`config.mk`:
```
export PLATFORM = sky130hd
export DESIGN_NAME = mem_ctrl
export DESIGN_NICKNAME = d
export VERILOG_FILES = /design/src/rtl/mem_ctrl.sv
export SDC_FILE = /design/constraint.sdc
export NUM_CORES = 1
export LEC_CHECK = 0
export ABC_AREA = 1
export CORE_ASPECT_RATIO = 0.5
export CORE_MARGIN = 2
export CORE_UTILIZATION = 35
export DETAILED_ROUTE_END_ITERATION = 8
export GPL_TIMING_DRIVEN = 0
export HOLD_SLACK_MARGIN = 0.06
export PLACE_DENSITY = 0.68
export RECOVER_POWER = 50
export SLEW_MARGIN = 0
export SYNTH_ARGS = -nofsm -noshare
export SYNTH_HDL_FRONTEND = slang
export SYNTH_SLANG_ARGS = --single-unit
export TNS_END_PERCENT = 5
```
`constraint.sdc`:
```
create_clock -name clk -period 4.2 [get_ports clk]
set_input_delay 0.42 -clock clk [delete_from_list [all_inputs] [get_ports clk]]
set_output_delay 0.42 -clock clk [all_outputs]
set_load 0.03 [all_outputs]
```
`src/rtl/mem_ctrl.sv`:
```
// rtl/mem_ctrl.sv - byte-serial RAM arbiter/sequencer shared by instruction fetch and MEM stage
// Optional fetch-abort port flush_i is present when MEM_CTRL_IF_FLUSH_EN is defined.
module mem_ctrl #(
   parameter int ADDR_W = 32
) (
   input  logic              clk,
   input  logic              rst,
   input  logic              rdy,
   input  logic              if_req_i,
   input  logic [ADDR_W-1:0] if_addr_i,
   output logic [31:0]       if_inst_o,
   output logic              if_done_o,
   output logic              if_stall_req_o,
   input  logic              mem_req_i,
   input  logic              mem_we_i,
   input  logic [1:0]        mem_width_i,
   input  logic              mem_sign_i,
   input  logic [ADDR_W-1:0] mem_addr_i,
   input  logic [31:0]       mem_wdata_i,
   output logic [31:0]       mem_rdata_o,
   output logic              mem_done_o,
   output logic              mem_stall_req_o,
`ifdef MEM_CTRL_IF_FLUSH_EN
   input  logic              flush_i,
`endif
   input  logic [7:0]        ram_din_i,
   output logic [7:0]        ram_dout_o,
   output logic [ADDR_W-1:0] ram_addr_o,
   output logic              ram_wr_o
);

   localparam logic [1:0] S_IDLE = 2'd0;
   localparam logic [1:0] S_RD   = 2'd1;
   localparam logic [1:0] S_WR   = 2'd2;
   localparam logic [1:0] S_DONE = 2'd3;

   logic [1:0]        state;
   logic [2:0]        k;
   logic [2:0]        n;
   logic              owner_mem;
   logic [ADDR_W-1:0] base;
   logic [1:0]        width;
   logic              sign;
   logic [3:0][7:0]   wdata;
   logic [3:0][7:0]   lanes;

   logic [3:0][7:0]   rd_bytes;
   logic [31:0]       load_val;
   logic [1:0]        lane_idx;
   logic [2:0]        mem_n;
   logic              flush_hit;

`ifdef MEM_CTRL_IF_FLUSH_EN
   assign flush_hit = flush_i && (state == S_RD) && !owner_mem;
`else
   assign flush_hit = 1'b0;
`endif

   always_comb begin
      mem_n = 3'd4;
      if (mem_width_i == 2'b00) mem_n = 3'd1;
      else if (mem_width_i == 2'b01) mem_n = 3'd2;
   end

   // The byte arriving this cycle belongs to the address driven last cycle (lane k-1).
   always_comb begin
      lane_idx = 2'(k - 3'd1);
      rd_bytes = lanes;
      if (state == S_RD && k != 3'd0) rd_bytes[lane_idx] = ram_din_i;
   end

   always_comb begin
      case (width)
         2'b00:   load_val = {{24{rd_bytes[0][7] & sign}}, rd_bytes[0]};
         2'b01:   load_val = {{16{rd_bytes[1][7] & sign}}, rd_bytes[1], rd_bytes[0]};
         default: load_val = rd_bytes;
      endcase
   end

   always_ff @(posedge clk) begin
      if (rst) begin
         state       <= S_IDLE;
         k           <= 3'd0;
         n           <= 3'd0;
         owner_mem   <= 1'b0;
         base        <= '0;
         width       <= 2'b00;
         sign        <= 1'b0;
         wdata       <= '0;
         lanes       <= '0;
         if_inst_o   <= 32'd0;
         mem_rdata_o <= 32'd0;
      end else if (rdy) begin
         case (state)
            S_IDLE: begin
               owner_mem <= 1'b0;
               k         <= 3'd0;
               if (mem_req_i) begin
                  owner_mem <= 1'b1;
                  base      <= mem_addr_i;
                  width     <= mem_width_i;
                  sign      <= mem_sign_i;
                  wdata     <= mem_wdata_i;
                  n         <= mem_n;
                  state     <= mem_we_i ? S_WR : S_RD;
               end else if (if_req_i) begin
                  base  <= if_addr_i;
                  width <= 2'b10;
                  sign  <= 1'b0;
                  n     <= 3'd4;
                  state <= S_RD;
               end
            end
            S_RD: begin
               if (flush_hit) begin
                  state <= S_IDLE;
                  k     <= 3'd0;
               end else begin
                  lanes <= rd_bytes;
                  // Results are registered on entry to DONE so they are valid with the pulse.
                  if (k == n) begin
                     state <= S_DONE;
                     if (owner_mem) mem_rdata_o <= load_val;
                     else           if_inst_o   <= rd_bytes;
                  end else begin
                     k <= k + 3'd1;
                  end
               end
            end
            S_WR: begin
               if (k == n - 3'd1) state <= S_DONE;
               else               k     <= k + 3'd1;
            end
            default: state <= S_IDLE;
         endcase
      end
   end

   always_comb begin
      ram_addr_o = '0;
      ram_dout_o = 8'h00;
      if ((state == S_RD && k < n) || state == S_WR) ram_addr_o = base + ADDR_W'(k);
      if (state == S_WR) ram_dout_o = wdata[k[1:0]];
   end

   assign ram_wr_o        = (state == S_WR) && rdy;
   assign if_done_o       = (state == S_DONE) && !owner_mem;
   assign mem_done_o      = (state == S_DONE) && owner_mem;
   assign if_stall_req_o  = if_req_i & ~if_done_o;
   assign mem_stall_req_o = mem_req_i & ~mem_done_o;

endmodule

```
# == Word-level counts from Yosys, hierarchy flattened ==
# Index checks and enable logic that the tools add are counted.
# classes
mux,29
reduce_logical,22
eq_ne,12
n_bitwise,7
n_lt_le_gt_ge,4
addsub,4
# op_table
op,count
32-bit 2-to-1 mux,4
32-bit case mux with 2 select lines,1
32-bit by 3-bit adder with 32-bit output,1
32-bit bitwise mux,1
8-bit 2-to-1 mux,3
3-bit 2-to-1 mux,6
8-bit binary-select mux with 2-bit select,1
8-bit demux with 2-bit select,1
4-bit AND reduction,4
2-bit 2-to-1 mux,7
3-bit case mux with 3 select lines,1
"2-bit by 1-bit == test with 1-bit output, second input constant",3
3-bit == test,2
1-bit logical AND,6
2-bit logical NOT,3
"2-bit by 3-bit < comparator with 1-bit output, second input constant",2
"2-bit inequality test, second input constant",3
2-bit case mux with 3 select lines,1
3-bit AND reduction,2
3-bit nonzero test,2
1-bit AND,4
"2-bit == test, second input constant",2
2-bit AND reduction,2
"3-bit by 1-bit adder with 3-bit output, second input constant",1
other kinds (11),15
# totals
input_bits,113
reg_bits,172

# == Depth between registers and ports, before layout ==
# Gate-level depths: netlist of the first run.
# depth
depth_word,9
mapped_depth,14
depth_no_buf,14

# == Least setup slack after synthesis of the first run ==
# OpenSTA, ideal clock, no wires.
# synth_path
path_type,register to output
from,register k[1]
to,output port ram_addr_o[8]
n_path_buf,1
path_slack_ps,1274
t_arrival_ps,2506
required_ps,3780
path_stages_with_launch,11
path_cell_list,dfxtp_1 > buf_2 > clkinv_1 > fa_1 > inv_1 > nand2_1 > nand2_1 > nand2_1 > nor3_1 > o21ai_0 > a21oi_1
# synth_via
elab_chain_cells,4
elab_cells_between_ends,5
classes_between,add/sub (1); order compare (1); mux (1); reduce/logical (2)
# synth_lines
element,line_no,rtl
start: declaration,38,logic [2:0] k;
start signal: assignment,126,k <= k + 3'd1;
start signal: assignment,132,else k <= k + 3'd1;
branches (longest 3 deep; another with 32-bit by 3-bit adder with 32-bit output),n/a,
32-bit 2-to-1 mux *,142,if ((state == S_RD && k < n) || state == S_WR) ram_addr_o = base + ADDR_W'(k);
end: declaration,28,"output logic [ADDR_W-1:0] ram_addr_o,"
# Mark *: on every way between the ends.

# == Worst setup path in the final report of the first run ==
# layout_path
from,register k[1]
to,output port ram_addr_o[28]
# The elaborated chain is that of the path after synthesis.

==> flow_summary_export.csv, run 1 <==
group,metric,value,unit
logic_synthesis,ys_seq_elements,172,
detailed_routing,avgViaCountPerCell,4.88,
cts,clock_tree.buffer_depth,2,
sta,skew,0.0126,ns
die,core_area,24300,µm²
placed_design,place_congestion,0.920,
critical_path,cp.required,3.78,ns
detailed_routing,route.detailed.drc,0,
cts,cts_tree,"built",
layout,layout_common_cells,"318 x nand2_1, 189 x nor2_1, 171 x dfxtp_1",
cts,clock-sinks,172,
power_and_ir_drop,irDropWorstVdd,0.362,mV
logic_synthesis,syn_inst,1344,
sta,slew_headroom,0.536,
detailed_routing,post_drt_wl_per_cell,15.5,µm
cts,cts_root_buf,"clkbuf_16",
critical_path,slowest_delay,0.69,ns
die,pin_count,222,
sta,drv_slew,0,
cts,insertion_delay,0.45,ns
critical_path,startpoint_type,"register",
sta,setup_viol,0,
sta,tightest_slew,0.693,ns
sta,fin_tns_setup,0,ns
global_routing,grt_overflow,0,
layout,final_nets,1713,
die,die_x,228,µm
logic_synthesis,async_flop_share,0,
layout,area_growth,36.3,%
global_routing,antenna_found_initial,0,
placed_design,portBuffers,219,
cts,cts_resized,4,
cts,cts_inserted_buffers,17,
power_and_ir_drop,p_leak,5.22,nW
logic_synthesis,synth.area.top_cells,"dfxtp_1 39%, nand2_1 14%, o21ai_0 9.1%",
sta,layout_min_cycle_time,3.94,ns
logic_synthesis,ys_seq_area_frac,0.392,
cts,cts_hold_buf,0,
power_and_ir_drop,p_per_area,395,nW/µm²
global_routing,grt_usage,0.225,
logic_synthesis,synth_ff_type,"dfxtp_1",
critical_path,crit_chain,"clkbuf_4, clkinv_2, fa_1, inv_1, nand2_1, nand2_1, nand2_1, nor2_2, nand2_1, nand2_1, nand2_1, nor2_1, clkdlybuf4s50_1",
outcome,status,"finished clean",
detailed_routing,drt_iter0_markers,708,
logic_synthesis,synth_top_area_frac,0.392,
layout,final_cell_area,12000,µm²
placed_design,dp_hpwl,22600,µm
die,start_util,0.361,
critical_path,worstSetupPathType,"reg -> out",
layout,final_common_cell,"nand2_1",
critical_path,arrival,3.52,ns
critical_path,end_kind,"primary output",
logic_synthesis,synth_area,8790,µm²
critical_path,r2r_slack,1.22,ns
die,die_y,116,µm
critical_path,cp_max_fo,13,
logic_synthesis,yosysWarnings,0,
detailed_routing,first_pass_iters,5,
logic_synthesis,yosysUniqueCellTypes,33,
sta,post-route-period-util,0.937,
logic_synthesis,synth.net_count,1476,
sta,fmaxAchievable,254,MHz
cts,cts_htree_levels,4,
die,die-area,26500,µm²
layout,drive_above_1_share,0.0477,
sta,hold_ws,0.370,ns
sta,rsz0062_at_grt,"no",
detailed_routing,vias,9428,
logic_synthesis,syn_avg_cell_area,6.54,µm²
logic_synthesis,yosys.area.top_type,"dfxtp_1",
critical_path,crit_path_frequent_cell,"nand2_1",
die,rows,40,
cts,post_cts_buffers,0,
global_routing,grt_pass1_wl,46600,µm
placed_design,place_area,11400,µm²
flow_run,cap_violations,0,
cts,cts.clk_slew.worst_paths,0.07,ns
sta,final-hold-violation-count,0,
global_routing,grt_max_degree,17,
logic_synthesis,synth_edf_count,0,
detailed_routing,drtAntennaViolNets,0,
critical_path,worst_path_max_delay_cell,"clkdlybuf4s50_1",
detailed_routing,drt-total-wl,29900,µm
global_routing,grt_pass1_vias,8784,
layout,n_fill_cell,2539,
min_path,hp-class,"in -> reg",
[registers in the layout, summed over array words and instances (netlist names)]
name	flops
base	32
if_inst_o	32
lanes	32
mem_rdata_o	32
wdata	32
k	3
n	3
state	2
width	2
owner_mem	1
sign	1
[cell families (layout without fill, tap and decap cells)]
| group | Yosys count | count (layout) | synth area share |
|---|---|---|---|
| compound gates | 328 | 328 | 0.201 |
| xor+xnor | 4 | 4 | 0.00398 |
| fa+ha+maj | 19 | 19 | 0.0279 |
| buf+inv | 226 | 475 | 0.103 |
| flops | 172 | 172 | 0.392 |
| other cells | 0 | 1 | 0 |
| simple gates | 595 | 595 | 0.273 |
[critical path, delay by kind of cell, from the launching register on]
family,cells,cell delay (ns)
AND/OR/NAND/NOR,8,0.91
adder cells (fa/ha/maj),1,0.47
flip-flops,1,0.42
buffers and inverters,4,1.27
[worst paths after layout]
kind         cells after the start             end       from
max                             13  ram_addr_o[28]       k[1]
min                              3         base[1]  mem_req_i
max reg2reg                      9    if_inst_o[5]       k[0]
min reg2reg                      2       wdata[22]  wdata[22]
[synth_stat cells, types with 16 or more instances]
cell,number
nand3_1,55
nor2_1,189
nor3_1,16
dfxtp_1,172
o211ai_1,22
clkbuf_1,39
a31oi_1,33
ha_1,18
nand2_1,318
inv_1,146
o21ai_0,160
buf_2,22
a21oi_1,102
[per-stage QoR]
step,util,instances,total power [mW],setup slack (ns)
6_report,0.493,1930,4.74,0.264
2_1_floorplan,-,1344,2.71,1.27
3_3_place_gp,0.469,1899,3.19,0.144
4_1_cts,0.493,1930,4.77,0.00758
3_5_place_dp,0.469,1899,3.20,0.184
5_1_grt,0.493,1929,4.98,0.00719
[final cells by class]
| type | count | area [µm²] | share of cell area |
|---|---|---|---|
| clock buffers | 21 | 470 | 0.0393 |
| plain buffers | 67 | 299 | 0.0250 |
| flip-flops and latches | 172 | 3440 | 0.287 |
| inverters | 158 | 598 | 0.0499 |
| repair buffers | 219 | 2200 | 0.184 |
| well taps | 336 | 420 | 0.0351 |
| multi-input cells | 946 | 4440 | 0.371 |
| clock inverters | 10 | 103 | 0.00856 |
| diodes | 1 | 2.50 | 0.000209 |
[where the power goes]
group	switching, mW	internal, mW	leakage, nW
combinational	0.788	0.456	3.53
sequential	0.116	1.80	1.40
clock	0.709	0.869	0.282
[routing by layer]
metal / wire (µm) / global-route usage
met4: 555 / 0.0754
met3: 1880 / 0.0470
met1: 14000 / 0.300
met5: 0 / 0
met2: 13400 / 0.366
Note: power is estimated with default switching activity, not from simulation.
==> run 2, diff against run 1 <==
Settings changed: CORE_MARGIN 2 to unset, SETUP_SLACK_MARGIN set to 0.15.
==> flow_summary_export.csv, run 2 (synthesis results as in run 1) <==
group,metric,value,unit
power_and_ir_drop,p_sw_frac,0.342,
sta,tightest_slew,0.762,ns
sta,post-route-period-util,0.934,
global_routing,grt_usage,0.228,
detailed_routing,avgViaCountPerCell,4.84,
die,core_area,24300,µm²
sta,layout_min_cycle_time,3.92,ns
critical_path,worstSetupPathType,"reg -> out",
sta,setup_viol,0,
detailed_routing,route.detailed.drc,0,
cts,insertion_delay,0.44,ns
cts,cts_root_buf,"clkbuf_16",
cts,clock_tree.buffer_depth,2,
critical_path,slowest_delay,0.62,ns
detailed_routing,drt_iter0_markers,735,
die,die_y,114,µm
detailed_routing,vias,9341,
min_path,hold_depth,3,
critical_path,path_delay_family,"buffers and inverters",
detailed_routing,drt-total-wl,29100,µm
layout,layout_common_cells,"318 x nand2_1, 189 x nor2_1, 171 x dfxtp_1",
power_and_ir_drop,p_int,3.09,mW
cts,clock-sinks,172,
sta,slew_headroom,0.490,
sta,rsz0062_at_grt,"yes",
critical_path,r2r-end,"if_inst_o[5]",
critical_path,startpoint_type,"register",
min_path,hp-start,"mem_req_i",
critical_path,cp_max_fo,21,
layout,drive_above_1_share,0.0465,
layout,final_common_cell,"nand2_1",
cts,cts_tree,"built",
min_path,hp-class,"in -> reg",
placed_design,portBuffers,219,
cts,cts.clk_slew.worst_paths,0.07,ns
layout,area_growth,36.1,%
power_and_ir_drop,p_per_area,393,nW/µm²
critical_path,timing.rr.start,"k[0]",
critical_path,end_kind,"primary output",
die,rows,40,
sta,skew,0.00917,ns
sta,fin_tns_setup,0,ns
global_routing,grt_pass1_vias,8670,
cts,cts_inserted_buffers,17,
die,start_util,0.361,
placed_design,place_area,11400,µm²
layout,final_cell_area,12000,µm²
die,die_x,226,µm
flow_run,cap_violations,0,
layout,n_fill_cell,2516,
detailed_routing,drtAntennaViolNets,0,
power_and_ir_drop,pwr-share-clk,0.328,
critical_path,r2r_slack,1.19,ns
power_and_ir_drop,combPwrFrac,0.264,
detailed_routing,first_pass_iters,6,
outcome,status,"finished clean",
global_routing,grt_max_degree,22,
die,pin_count,222,
cts,cts_hold_buf,0,
sta,fmaxAchievable,255,MHz
critical_path,reg2regPathDepth,9,
critical_path,arrival,3.50,ns
placed_design,place_congestion,0.922,
cts,cts_htree_levels,4,
global_routing,grt_overflow,0,
detailed_routing,post_drt_wl_per_cell,15.1,µm
critical_path,worst_path_max_delay_cell,"clkdlybuf4s50_1",
sta,hold_ws,0.376,ns
power_and_ir_drop,p_seq_frac,0.408,
sta,final-hold-violation-count,0,
global_routing,grt_pass1_wl,45700,µm
global_routing,antenna_found_initial,1,
critical_path,path_depth,9,
power_and_ir_drop,irDropWorstVdd,0.289,mV
sta,drv_slew,0,
critical_path,worst-path-buf-inv,5,
critical_path,crit_chain,"buf_2, clkinvlp_4, ha_1, o211ai_1, nand2_1, clkinv_1, clkbuf_2, nor2_1, clkdlybuf4s50_1",
layout,final_nets,1713,
die,die-area,25800,µm²
power_and_ir_drop,p_leak,5.21,nW
min_path,hold_end,"base[0]",
placed_design,dp_hpwl,22200,µm
critical_path,cp.required,3.78,ns
power_and_ir_drop,p_sw,1.61,mW
run 2: how the worst max path moves through the flow:
stage                     startpoint             end  slack, ns
final                           k[0]  ram_addr_o[29]       0.28
after global routing            k[0]  ram_addr_o[29]       0.08
after CTS                       k[0]  ram_addr_o[29]       0.07
after detailed placement        k[1]  ram_addr_o[24]       0.14
after global placement          k[1]  ram_addr_o[24]       0.17
after floorplan                 k[1]   ram_addr_o[8]       1.27
run 2: layer usage:
metal / global-route usage / share of wire / vias to the layer above
li1: - / - / 4807
met1: 0.308 / 0.47 / 4209
met2: 0.368 / 0.44 / 291
met3: 0.0493 / 0.068 / 34
met4: 0.0649 / 0.020 / 0
met5: 0 / 0 / -
run 2: what timing repair did:
item                       CTS  global route
setup endpoints to repair   29            29
buffers inserted             0             0
cloned                       0             0
resized for setup            6            11
pin swaps                    0             0
run 2: cell type report:
| class | instances | area (µm²) | area share |
|---|---|---|---|
| buffer | 67 | 298 | 0.0249 |
| multi-input combinational | 946 | 4440 | 0.371 |
| tap | 336 | 420 | 0.0351 |
| timing repair buffer | 219 | 2200 | 0.184 |
| inverter | 158 | 599 | 0.0501 |
| antenna | 1 | 2.50 | 0.000209 |
| clock inverter | 11 | 109 | 0.00910 |
| clock buffer | 20 | 447 | 0.0373 |
| sequential | 172 | 3440 | 0.288 |
run 2: metrics by stage:
step                cells   util  total power, mW  worst slack, ns
finish               1930  0.492             4.70            0.278
global route         1930  0.492             4.94           0.0844
CTS                  1929  0.492             4.74           0.0674
detailed placement   1899  0.469             3.20            0.137
global placement     1899  0.469             3.19            0.167
floorplan            1344      -             2.71             1.27
run 2: power by group through the flow:
stage / Clock, mW / Sequential [mW] / Combinational (mW)
global route: 1.63 / 1.94 / 1.38
CTS: 1.56 / 1.92 / 1.26
finish: 1.54 / 1.92 / 1.24
global placement: 0 / 1.95 / 1.24
detailed placement: 0 / 1.95 / 1.25
floorplan: 0 / 1.98 / 0.725
run 2: tightest hold or removal path, cell delays in order:
cell     delay [ns]
buf_2          0.19
nand2_1        0.09
a31oi_1        0.07
